## src/rtl/load_use_hazard_ctrl.sv

```systemverilog
// load_use_hazard_ctrl: freezes IF/ID and bubbles EX while a load feeding the ID instr is outstanding, with saturating perf counters
module load_use_hazard_ctrl #(
  parameter int REG_AW = 5,
  parameter int CNT_WIDTH = 32
) (
  input  logic                 clk,
  input  logic                 rst,
  input  logic                 id_valid,
  input  logic [REG_AW-1:0]    id_rs1,
  input  logic [REG_AW-1:0]    id_rs2,
  input  logic                 id_rs1_ren,
  input  logic                 id_rs2_ren,
  input  logic                 ex_valid,
  input  logic                 ex_rf_we,
  input  logic [REG_AW-1:0]    ex_rf_waddr,
  input  logic                 ex_is_load,
  input  logic                 ls_valid,
  input  logic [REG_AW-1:0]    ls_rf_waddr,
  input  logic                 ls_load_done,
  input  logic                 flush,
  output logic                 if_stall,
  output logic                 id_stall,
  output logic                 ex_bubble,
  output logic                 hz_busy,
  output logic [CNT_WIDTH-1:0] stall_cycles,
  output logic [CNT_WIDTH-1:0] load_use_events
);
  typedef enum logic {S_RUN, S_WAIT} state_t;
  state_t state, state_nx;
  logic [REG_AW-1:0] pend_addr;
  logic [CNT_WIDTH-1:0] sc_q, ev_q;
  logic match, done, hit, stall;
  always_comb begin
    match = id_valid & ex_valid & ex_is_load & ex_rf_we & (ex_rf_waddr != '0) &
            ((id_rs1_ren & (id_rs1 == ex_rf_waddr)) | (id_rs2_ren & (id_rs2 == ex_rf_waddr)));
    done = ls_valid & ls_load_done & (ls_rf_waddr == pend_addr);
    hit = (state == S_RUN) & match & !flush;
    stall = !rst & !flush & ((state == S_RUN) ? match : !done);
    state_nx = (flush | ((state == S_RUN) ? !match : done)) ? S_RUN : S_WAIT;
  end
  assign if_stall = stall;
  assign id_stall = stall;
  assign ex_bubble = stall;
  assign hz_busy = !rst & (state == S_WAIT);
  assign stall_cycles = rst ? '0 : sc_q;
  assign load_use_events = rst ? '0 : ev_q;
  always_ff @(posedge clk) begin
    if (rst) begin
      state <= S_RUN;
      pend_addr <= '0;
      sc_q <= '0;
      ev_q <= '0;
    end else begin
      state <= state_nx;
      if (hit) begin
        pend_addr <= ex_rf_waddr;
        ev_q <= ev_q + CNT_WIDTH'(!(&ev_q));
      end
      if (stall) sc_q <= sc_q + CNT_WIDTH'(!(&sc_q));
    end
  end
endmodule
```

## config.mk

```make
export PLATFORM = sky130hd
export DESIGN_NAME = load_use_hazard_ctrl
export DESIGN_NICKNAME = d
export VERILOG_FILES = /design/src/rtl/load_use_hazard_ctrl.sv
export SDC_FILE = /design/constraint.sdc
export NUM_CORES = 1
export LEC_CHECK = 0
export BUFFER_PORTS_ARGS = -buffer_cell sky130_fd_sc_hd__clkbuf_2
export CELL_PAD_IN_SITES_DETAIL_PLACEMENT = 1
export CELL_PAD_IN_SITES_GLOBAL_PLACEMENT = 1
export CORE_UTILIZATION = 42
export CTS_CLUSTER_DIAMETER = 50
export DETAILED_ROUTE_END_ITERATION = 10
export GPL_TIMING_DRIVEN = 0
export PLACE_DENSITY_LB_ADDON = 0.1
export SYNTH_ARGS = -nofsm -noshare
export SYNTH_HDL_FRONTEND = slang
export SYNTH_SLANG_ARGS = --single-unit
```

## constraint.sdc

```tcl
create_clock -name clk -period 6.6 [get_ports clk]
set_clock_uncertainty 0.2 [all_clocks]
set_input_delay 0.99 -clock clk [delete_from_list [all_inputs] [get_ports clk]]
set_output_delay 0.99 -clock clk [all_outputs]
set_load 0.005 [all_outputs]
```

==> results of run 1 <==
routing by layer:
metal / GRT usage, % / wire length, µm / vias to the layer above
met2: 45.6 / 6180 / 94
met5: 0 / 0 / -
li1: - / - / 2012
met4: 8.94 / 211 / 0
met3: 3.23 / 397 / 17
met1: 31.6 / 5440 / 1970
path summary, 6_finish.rpt:
| path | start | endpoint | cells past startpoint |
|---|---|---|---|
| worst max-delay path | ex_rf_waddr[1] | id_stall | 10 |
| worst min-delay path | sc_q[27] | sc_q[27] | 2 |
| worst max register to register | sc_q[25] | sc_q[30] | 13 |
| worst min register to register | sc_q[27] | sc_q[27] | 2 |
synth_stat cells, types with 10 or more instances:
cell type and count:
clkbuf_1 17, xnor2_1 18, a21oi_1 40, nor2b_1 59
nand4_1 25, o31ai_1 18, and3_1 10, inv_1 15
or4_1 22, nor2_1 37, nand3_1 20, nand2_1 28
mux2_2 10, or3_1 22, nor3_1 11, o21ai_0 28
dfxtp_1 70
registers in the layout, summed over array words and instances (netlist names):
signal and count:
ev_q 32, sc_q 32, pend_addr 5, state 1
layout make-up:
class / instances / area, µm² / share of cell area, %
plain buffers: 28 / 133 / 2.75
flip-flops and latches: 70 / 1400 / 29.1
inverters: 15 / 56.3 / 1.17
clock inverters: 5 / 25.0 / 0.519
repair buffers: 97 / 485 / 10.1
clock buffers: 11 / 141 / 2.93
well taps: 129 / 161 / 3.35
multi-input cells: 387 / 2410 / 50.1
placed cells by master (no fill, tap or decap), drive strengths merged, types with 3 or more instances in the layout:
cell	n
mux2i	7
clkbuf	125
o41ai	4
inv	15
o21ai	28
xnor2	18
nor2b	59
and2	3
or4	22
mux2	10
and3	10
nor3	13
and4	4
o31ai	18
nand2	28
dfxtp	70
clkinv	5
nand3	21
a21oi	41
or3	22
ha	5
nor2	37
nand4	25
buf	11
worst min-delay path: stages, from the launching register on:
cell and delay, ns:
dfxtp_1 0.33, o31ai_1 0.06, a21oi_1 0.05
kinds of logic after synthesis:
kind of cell	share of synthesized area (%)
compound gates	14.0
simple gates	35.8
buf+inv	4.72
flops	35.0
mux	4.56
fa+ha+maj	1.56
xor+xnor	4.37
where the power goes:
part / switching [mW] / internal [mW] / total (mW)
clock: 0.169 / 0.144 / 0.313
combinational: 0.0298 / 0.0157 / 0.0455
sequential: 0.0000643 / 0.422 / 0.422
total: 0.199 / 0.581 / 0.780
stage by stage:
step	worst slack, ns	util [%]	hold WS (ns)	power [mW]	cells
after CTS	2.33	52.1	0.299	0.788	742
after detailed placement	2.32	50.3	0.287	0.478	726
after global routing	2.20	52.1	0.327	0.811	742
after global placement	2.37	50.3	0.266	0.476	726
final	2.36	52.1	0.291	0.780	742
after floorplan	2.91	-	0.256	0.456	500
==> impl_metrics.csv, run 1 <==
group,metric,value,unit
worst_setup_path,crit_end_element,"output pin",
clock_tree,clock_buffer_depth,2,
logic_synthesis,register_area_share_after_synthesis,35.0,%
logic_synthesis,synth_async_sr_flop_share,0,%
worst_setup_path,crit_buf_inv,5,
placement,gpl.final_weighted_congestion,0.804,
routing,post_drt_via_cell_ratio,5.52,
worst_setup_path,cp_cell_sequence,"clkbuf_2 -> xnor2_1 -> nand4_1 -> o22ai_4 -> a21oi_4 -> buf_4 -> buf_2 -> nor3_1 -> buf_4 -> clkbuf_2",
routing,post-route-drc-count,0,
power_and_ir_drop,p_leak,1.84,nW
clock_tree,cts_tree,"built",
routing,vias,4093,
routing,route.detailed.wl_per_inst,16.5,µm
clock_tree,cts_post_setup_buffers_inserted,0,
logic_synthesis,postSynthCellCount,500,
worst_setup_path,path_delay_family,"buffers and inverters",
logic_synthesis,synth-edff-count,0,
timing,setup-tns-final,0,ns
timing,worstMarginPinSlew,0.574,ns
finish,final_area,4820,µm²
logic_synthesis,yosys_warnings,0,
worst_setup_path,critPathKind,"primary input to output pin",
timing,hold_viol_final,0,
worst_setup_path,reg_to_reg_slack_setup,3.16,ns
timing,final_min_period_over_clock_period,64.3,%
logic_synthesis,synth_area,4010,µm²
worst_setup_path,worstPathRequired,5.41,ns
worst_setup_path,critPathSlowestCell,"o22ai_4",
routing,dr.first_iter.drc_count,148,
routing,postRouteAntennaNets,0,
logic_synthesis,syn_area_per_cell,8.01,µm²
clock_tree,cts_sinks,70,
clock_tree,clk_pin_slew,0.08,ns
worst_setup_path,critical_path_arrival,3.05,ns
logic_synthesis,synth.distinct_cells,40,
clock_tree,cts_made_buffers,9,
timing,fmaxAchievable,0.236,GHz
placement,place_hpwl,9290,µm
job,drv_cap,0,
floorplan,die_w,99.7,µm
clock_tree,cts_hold_buffers_added,0,
power_and_ir_drop,irDropWorstVdd,0.0706,mV
logic_synthesis,syn_nets,536,
routing,first_pass_iters,4,
logic_synthesis,post-synth-top-area-fraction,35.0,%
finish,layout.nets,644,
hold_path,worst_hold_path_type,"flop to flop",
clock_tree,max_h_tree_level,3,
placement,port_buffer_cells,97,
outcome,run_status,"complete, no violations",
global_routing,grt_overflow,0,
worst_setup_path,timing.critical_path.slowest_cell_delay,0.41,ns
logic_synthesis,synthFlopType,"dfxtp_1",
logic_synthesis,number_of_flip_flops_and_latches_in_the_synthesized_netlist,70,
timing,rsz0062_at_grt,"no",
finish,drive_above_1_share,22.3,%
timing,relSlewSlack,61.7,%
timing,finalSetupViolations,0,
floorplan,start_util,43.3,%
worst_setup_path,critical_path_launch_point_type,"primary input",
floorplan,die_h,99.7,µm
floorplan,placement_rows,35,
floorplan,die_footprint,9930,µm²
worst_setup_path,critPathMaxFanout,10,
global_routing,grt_max_degree,12,
routing,totalWireLength,12200,µm
finish,layout.filler_cells,1203,
finish,num_antenna_cells,0,
global_routing,global_route.usage.total,25.5,%
timing,slew_violations,0,
clock_tree,worstSkewPairLatency,0.35,ns
floorplan,floorplan.io_pins,99,
placement,placed_area,4650,µm²
floorplan,fp.coreArea,9240,µm²
clock_tree,cts.repair.resized,0,
global_routing,grt_pass1_wl,20300,µm
logic_synthesis,synth_top_cell_by_area,"dfxtp_1",
finish,area.growth.synth_to_final,20.3,%
clock_tree,root_driver,"clkbuf_8",
global_routing,first_global_vias,4095,
logic_synthesis,ys_top_cells_by_area,"dfxtp_1 (35%), nor2b_1 (9.2%), a21oi_1 (5.0%), or4_1 (4.1%), xnor2_1 (3.9%)",
power_and_ir_drop,cellPowerDensity,162,nW/µm²
timing,post-route-min-period,4.24,ns
global_routing,grt_antenna_before_repair,0,
Power figures use the tool's default switching activity.
==> run 2, diff against run 1 <==
Settings changed: ABC_AREA set to 1, CORE_UTILIZATION 42 to 38.
Clock period 6.6 ns to 4.22 ns, I/O delays scaled along.
==> run 2 against run 1 <==
  * Largest power group is now the clock network
  * Clock power is 130% higher
  * Area after synthesis increased by 26%
  * Largest cell class unchanged
  * Non-clock buffer count unchanged
  * Hold slack improved by 0.016 ns
  * Wire length increased by 41%
  * Highest routed layer unchanged
  * Global-route usage is 1.1 points higher
==> impl_metrics.csv, run 2 <==
group,metric,value,unit
outcome,run_status,"complete, no violations",
timing,final_min_period_over_clock_period,74.8,%
floorplan,die_h,117,µm
timing,worstMarginPinSlew,0.850,ns
logic_synthesis,yosys_warnings,0,
timing,finalSetupViolations,0,
logic_synthesis,synthFlopType,"dfxtp_1",
worst_setup_path,critPathMaxFanout,10,
finish,largest_registers,"ev_q x32, sc_q x32, pend_addr x5",
logic_synthesis,number_of_flip_flops_and_latches_in_the_synthesized_netlist,70,
power_and_ir_drop,cellPowerDensity,246,nW/µm²
logic_synthesis,synth.distinct_cells,30,
placement,port_buffer_cells,98,
routing,post-route-drc-count,0,
global_routing,global_route.usage.total,26.6,%
timing,setup_ws,1.06,ns
floorplan,start_util,39.4,%
routing,vias,5710,
clock_tree,max_h_tree_level,3,
finish,fin_util,47.1,%
logic_synthesis,postSynthCellCount,879,
timing,rsz0062_at_grt,"no",
logic_synthesis,syn_nets,915,
logic_synthesis,post-synth-top-area-fraction,27.9,%
global_routing,first_global_vias,5370,
clock_tree,cts_made_buffers,9,
logic_synthesis,synth_async_sr_flop_share,0,%
placement,place_ws,1.03,ns
clock_tree,root_driver,"clkbuf_16",
finish,area.growth.synth_to_final,19.5,%
floorplan,die_footprint,13700,µm²
worst_setup_path,critPathKind,"primary input to output pin",
hold_path,worst_hold_path_type,"flop to flop",
timing,relSlewSlack,43.3,%
logic_synthesis,syn_area_per_cell,5.72,µm²
routing,route.detailed.wl_per_inst,14.8,µm
clock_tree,cts_post_setup_buffers_inserted,0,
worst_setup_path,critical_path_launch_point_type,"primary input",
finish,layout.nets,1024,
worst_setup_path,crit_end_element,"output pin",
worst_setup_path,critical_path_arrival,2.32,ns
routing,postRouteAntennaNets,0,
timing,post-route-min-period,3.16,ns
power_and_ir_drop,irDropWorstVdd,0.183,mV
routing,totalWireLength,17200,µm
finish,num_antenna_cells,0,
clock_tree,cts_sinks,70,
clock_tree,cts_tree,"built",
global_routing,grt_pass1_wl,27500,µm
floorplan,fp.coreArea,12800,µm²
placement,gpl.final_weighted_congestion,0.865,
logic_synthesis,synth-edff-count,0,
power_and_ir_drop,post-layout-total-power,1.48,mW
global_routing,grt_overflow,0,
clock_tree,worstSkewPairLatency,0.35,ns
logic_synthesis,ys_top_cells_by_area,"dfxtp_1 (28%), nand2_1 (21%), nor2_1 (14%), inv_1 (8.8%), xor2_1 (4.5%)",
logic_synthesis,synth_common_cells,"nand2_1 (277), nor2_1 (191), inv_1 (118)",
clock_tree,clk_pin_slew,0.06,ns
floorplan,floorplan.io_pins,99,
finish,final_common_cell,"nand2_1",
clock_tree,clock_buffer_depth,2,
finish,most-common-layout-cells,"nand2_1 (277), nor2_1 (191), inv_1 (118)",
global_routing,grt_antenna_before_repair,0,
finish,drive_above_1_share,16.0,%
job,drv_cap,0,
logic_synthesis,register_area_share_after_synthesis,27.9,%
timing,slew_violations,0,
routing,post_drt_via_cell_ratio,4.91,
logic_synthesis,synth_area,5030,µm²
worst_setup_path,worstPathRequired,3.39,ns
logic_synthesis,library_cell_with_the_highest_instance_count_after_synthesis,"nand2_1",
routing,first_pass_iters,4,
logic_synthesis,synth_top_cell_by_area,"dfxtp_1",
global_routing,grt_max_degree,13,
timing,setup-tns-final,0,ns
placement,place_hpwl,13600,µm
finish,final_cells,1163,
power_and_ir_drop,p_leak,2.63,nW
clock_tree,cts_hold_buffers_added,0,
floorplan,die_w,117,µm
clock_tree,cts.repair.resized,0,
placement,placed_cells,1149,
routing,dr.first_iter.drc_count,375,
timing,fmaxAchievable,0.317,GHz
timing,hold_viol_final,0,
floorplan,placement_rows,41,
## run 2: worst max-delay path, cell delays in order
cell,delay (ns)
clkbuf_2,0.12
clkbuf_1,0.43
buf_2,0.35
buf_1,0.48
nor2_1,0.15
clkbuf_2,0.15
## run 2: area by class of cell
class | instances | area (µm²)
plain buffers | 27 | 170
clock buffers | 13 | 270
clock inverters | 1 | 5.00
fillers | 1885 | 6760
inverters | 125 | 469
multi-input cells | 657 | 2990
flip-flops and latches | 70 | 1400
well taps | 172 | 215
repair buffers | 98 | 490
## run 2: metal layers
metal	GRT usage [%]	routed length (µm)	vias to the layer above
met3	5.41	825	10
met4	4.47	119	0
met5	0	0	-
met1	38.6	8880	2679
met2	41.1	7350	127
li1	-	-	2894
## run 2: path summary, 6_finish.rpt
check | depth (start not counted) | endpoint | startpoint | slack (ns)
setup / recovery | 6 | stall_cycles[30] | rst | 1.06
hold / removal | 2 | ev_q[31] | ev_q[31] | 0.31
setup reg to reg | 14 | ev_q[18] | ev_q[15] | 1.07
hold reg to reg | 2 | ev_q[31] | ev_q[31] | 0.31
## run 2: cell families after synthesis
family,share of synthesized area (%)
adder cells (fa/ha/maj),1.24
AND/OR/NAND/NOR,47.7
flip-flops,27.9
buffers and inverters,12.7
AO/OA/AOI/OAI,6.00
XOR/XNOR,4.53
## run 2: where the power goes
| group | switching [mW] | internal, mW | leakage (nW) | total, mW |
|---|---|---|---|---|
| clock | 0.295 | 0.439 | 0.138 | 0.734 |
| sequential | 0.000366 | 0.661 | 0.563 | 0.662 |
| combinational | 0.0602 | 0.0248 | 1.93 | 0.0850 |
## run 2: through the flow
| step | instance area, µm² | hold slack, ns |
|---|---|---|
| after floorplan | 5030 | 0.265 |
| after global placement | 5740 | 0.285 |
| after detailed placement | 5740 | 0.300 |
| after CTS | 6010 | 0.312 |
| after global routing | 6010 | 0.341 |
| final | 6010 | 0.307 |
==> run 3, diff against run 2 <==
Settings changed: CORE_UTILIZATION 38 to 34.
Clock period 4.22 ns to 2.9 ns, I/O delays scaled along.
==> run 3 against run 2 <==
  * Register-to-register slack got worse by 0.86 ns
  * Largest cell class unchanged
  * Flip-flop and latch count unchanged
  * Via count decreased by 0.25%
  * Setup slack got worse by 0.87 ns
  * Hold slack got worse by 0.12 ns
  * Final cell count increased by 1.0%
  * Sequential power increased by 45%
  * Sequential share of layout area decreased by 0.12 points
  * Wire length increased by 1.1%
==> impl_metrics.csv, run 3 (synthesis gave the netlist of run 2 again) <==
group,metric,value,unit
outcome,run_status,"complete, no violations",
routing,vias,5696,
worst_setup_path,path_delay_family,"buffers and inverters",
finish,layout.nets,1024,
timing,final_min_period_over_clock_period,93.3,%
global_routing,grt_antenna_before_repair,0,
power_and_ir_drop,internal_power,1.59,mW
power_and_ir_drop,netSwitchingPower,0.517,mW
placement,port_buffer_cells,98,
floorplan,die_w,124,µm
power_and_ir_drop,sequentialPowerShare,45.7,%
worst_setup_path,critPathSlowestCell,"dfxtp_1",
finish,area.growth.synth_to_final,20.6,%
clock_tree,max_h_tree_level,3,
finish,num_antenna_cells,0,
floorplan,floorplan.io_pins,99,
worst_setup_path,timing.rr.end,"ev_q[18]",
worst_setup_path,critical_path_arrival,2.07,ns
routing,totalWireLength,17400,µm
timing,post-route-min-period,2.70,ns
worst_setup_path,critPathKind,"flop to output pin",
worst_setup_path,critPathMaxFanout,12,
finish,largest_registers,"ev_q x32, sc_q x32, pend_addr x5",
routing,dr.first_iter.drc_count,249,
hold_path,worst_hold_path_type,"primary input to flop",
global_routing,grt_overflow,0,
worst_setup_path,cp_cell_sequence,"inv_1 -> nand3_1 -> nor2_1 -> nand2_1 -> inv_2 -> nand2_4 -> nand2_4 -> nand2_4 -> inv_2 -> buf_6 -> buf_4 -> clkbuf_2",
worst_setup_path,destination_of_the_critical_timing_path,"if_stall",
worst_setup_path,crit_top_cell,"nand2_4",
worst_setup_path,worstSetupStartpoint,"state",
timing,relSlewSlack,45.7,%
worst_setup_path,crit_end_element,"output pin",
clock_tree,cts_sinks,70,
global_routing,grt_pass1_wl,27200,µm
finish,multi_input_gate_area,3040,µm²
worst_setup_path,crit_buf_inv,6,
routing,post-route-drc-count,0,
timing,rsz0062_at_grt,"no",
floorplan,die_h,124,µm
finish,fin_util,41.9,%
finish,most-common-layout-cells,"nand2_1 (277), nor2_1 (187), inv_1 (118)",
routing,post_drt_via_cell_ratio,4.85,
power_and_ir_drop,p_leak,2.63,nW
clock_tree,root_driver,"clkbuf_16",
global_routing,grt_max_degree,13,
power_and_ir_drop,share_comb_of_total_power,5.9,%
worst_setup_path,timing.critical_path.slowest_cell_delay,0.31,ns
timing,finalSetupViolations,0,
floorplan,die_footprint,15300,µm²
worst_setup_path,reg_to_reg_slack_setup,0.21,ns
routing,route.detailed.wl_per_inst,14.8,µm
timing,worstMarginPinSlew,0.815,ns
timing,slew_violations,0,
clock_tree,clk_pin_slew,0.06,ns
job,drv_cap,0,
clock_tree,cts_tree,"built",
worst_setup_path,worstRegToRegCells,13,
power_and_ir_drop,clock_power_share,48.5,%
worst_setup_path,crit_cells,12,
timing,fmaxAchievable,0.370,GHz
global_routing,first_global_vias,5137,
power_and_ir_drop,swShare,24.6,%
clock_tree,clock_buffer_depth,2,
floorplan,start_util,34.7,%
worst_setup_path,critical_path_launch_point_type,"flop",
clock_tree,worstSkewPairLatency,0.34,ns
worst_setup_path,worstReg2RegStart,"ev_q[20]",
floorplan,placement_rows,44,
clock_tree,cts_made_buffers,9,
power_and_ir_drop,post-layout-total-power,2.11,mW
power_and_ir_drop,cellPowerDensity,347,nW/µm²
finish,seqCellArea,1410,µm²
placement,gpl.final_weighted_congestion,0.860,
global_routing,global_route.usage.total,23.6,%
timing,hold_viol_final,0,
routing,postRouteAntennaNets,0,
finish,final_common_cell,"nand2_1",
finish,layout.filler_cells,2079,
worst_setup_path,worstPathRequired,2.27,ns
routing,first_pass_iters,4,
finish,drive_above_1_share,17.8,%
power_and_ir_drop,irDropWorstVdd,0.258,mV
placement,place_hpwl,13800,µm
floorplan,fp.coreArea,14500,µm²
[run 3: cell count changes in the layout (fill, tap and decap cells not counted), moves of 2 or more]
cell / delta
clkbuf_8: -2
nor2_2: +3
nor3_2: +4
clkbuf_2: +3
nor3_1: -4
buf_1: -3
nor2_1: -4
dfxtp_1: -4
dfxtp_2: +4
[run 3: worst min path at each step]
stage	endpoint	cells past startpoint	from
detailed placement	ev_q[31]	2	ev_q[31]
floorplan	sc_q[31]	2	sc_q[31]
CTS	pend_addr[4]	3	ex_rf_waddr[4]
global placement	sc_q[31]	2	sc_q[31]
finish	pend_addr[4]	3	ex_rf_waddr[4]
global route	pend_addr[4]	3	ex_rf_waddr[4]
[run 3: repair_timing]
action,4_1_cts,5_1_grt
hold buffers,0,0
resized for setup,2,17
setup buffers,0,0
setup endpoints to repair,4,31
[run 3: area by class of cell]
cell class,instances,share of cell area [%]
plain buffers,27,2.87
well taps,184,3.80
clock buffers,12,4.06
multi-input cells,657,50.1
clock inverters,2,0.165
flip-flops and latches,70,23.2
repair buffers,98,8.09
inverters,125,7.74
[run 3: power by group through the flow]
| stage | clock, mW | combinational (mW) | sequential (mW) |
|---|---|---|---|
| finish | 1.02 | 0.123 | 0.963 |
| global route | 1.08 | 0.139 | 0.962 |
| CTS | 1.04 | 0.125 | 0.963 |
| detailed placement | 0 | 0.125 | 0.984 |
| global placement | 0 | 0.124 | 0.984 |
| floorplan | 0 | 0.0662 | 0.984 |
[run 3: metal layers]
metal	routed length, µm	up-vias	share of wire, %	GRT usage [%]
met1	9260	2661	53	35.8
met3	803	14	4.6	4.03
li1	-	2897	-	-
met5	0	-	0	0
met2	7150	124	41	34.3
met4	153	0	0.88	5.05
[run 3: worst min-delay path, delay by kind of cell]
family	cells	cell delay, ns
simple gates	2	0.14
buf+inv	1	0.12
[run 3: stage by stage]
stage | TNS (ns) | cells | setup WS (ns) | hold slack (ns) | cell area [µm²]
2_1_floorplan | 0 | 879 | 0.529 | 0.265 | 5030
3_5_place_dp | -0.0592 | 1161 | -0.0316 | 0.293 | 5750
5_1_grt | 0 | 1175 | 0.0130 | 0.229 | 6060
4_1_cts | -0.0334 | 1175 | -0.0207 | 0.185 | 6010
3_3_place_gp | -0.0324 | 1161 | -0.0247 | 0.287 | 5750
6_report | 0 | 1175 | 0.195 | 0.188 | 6060
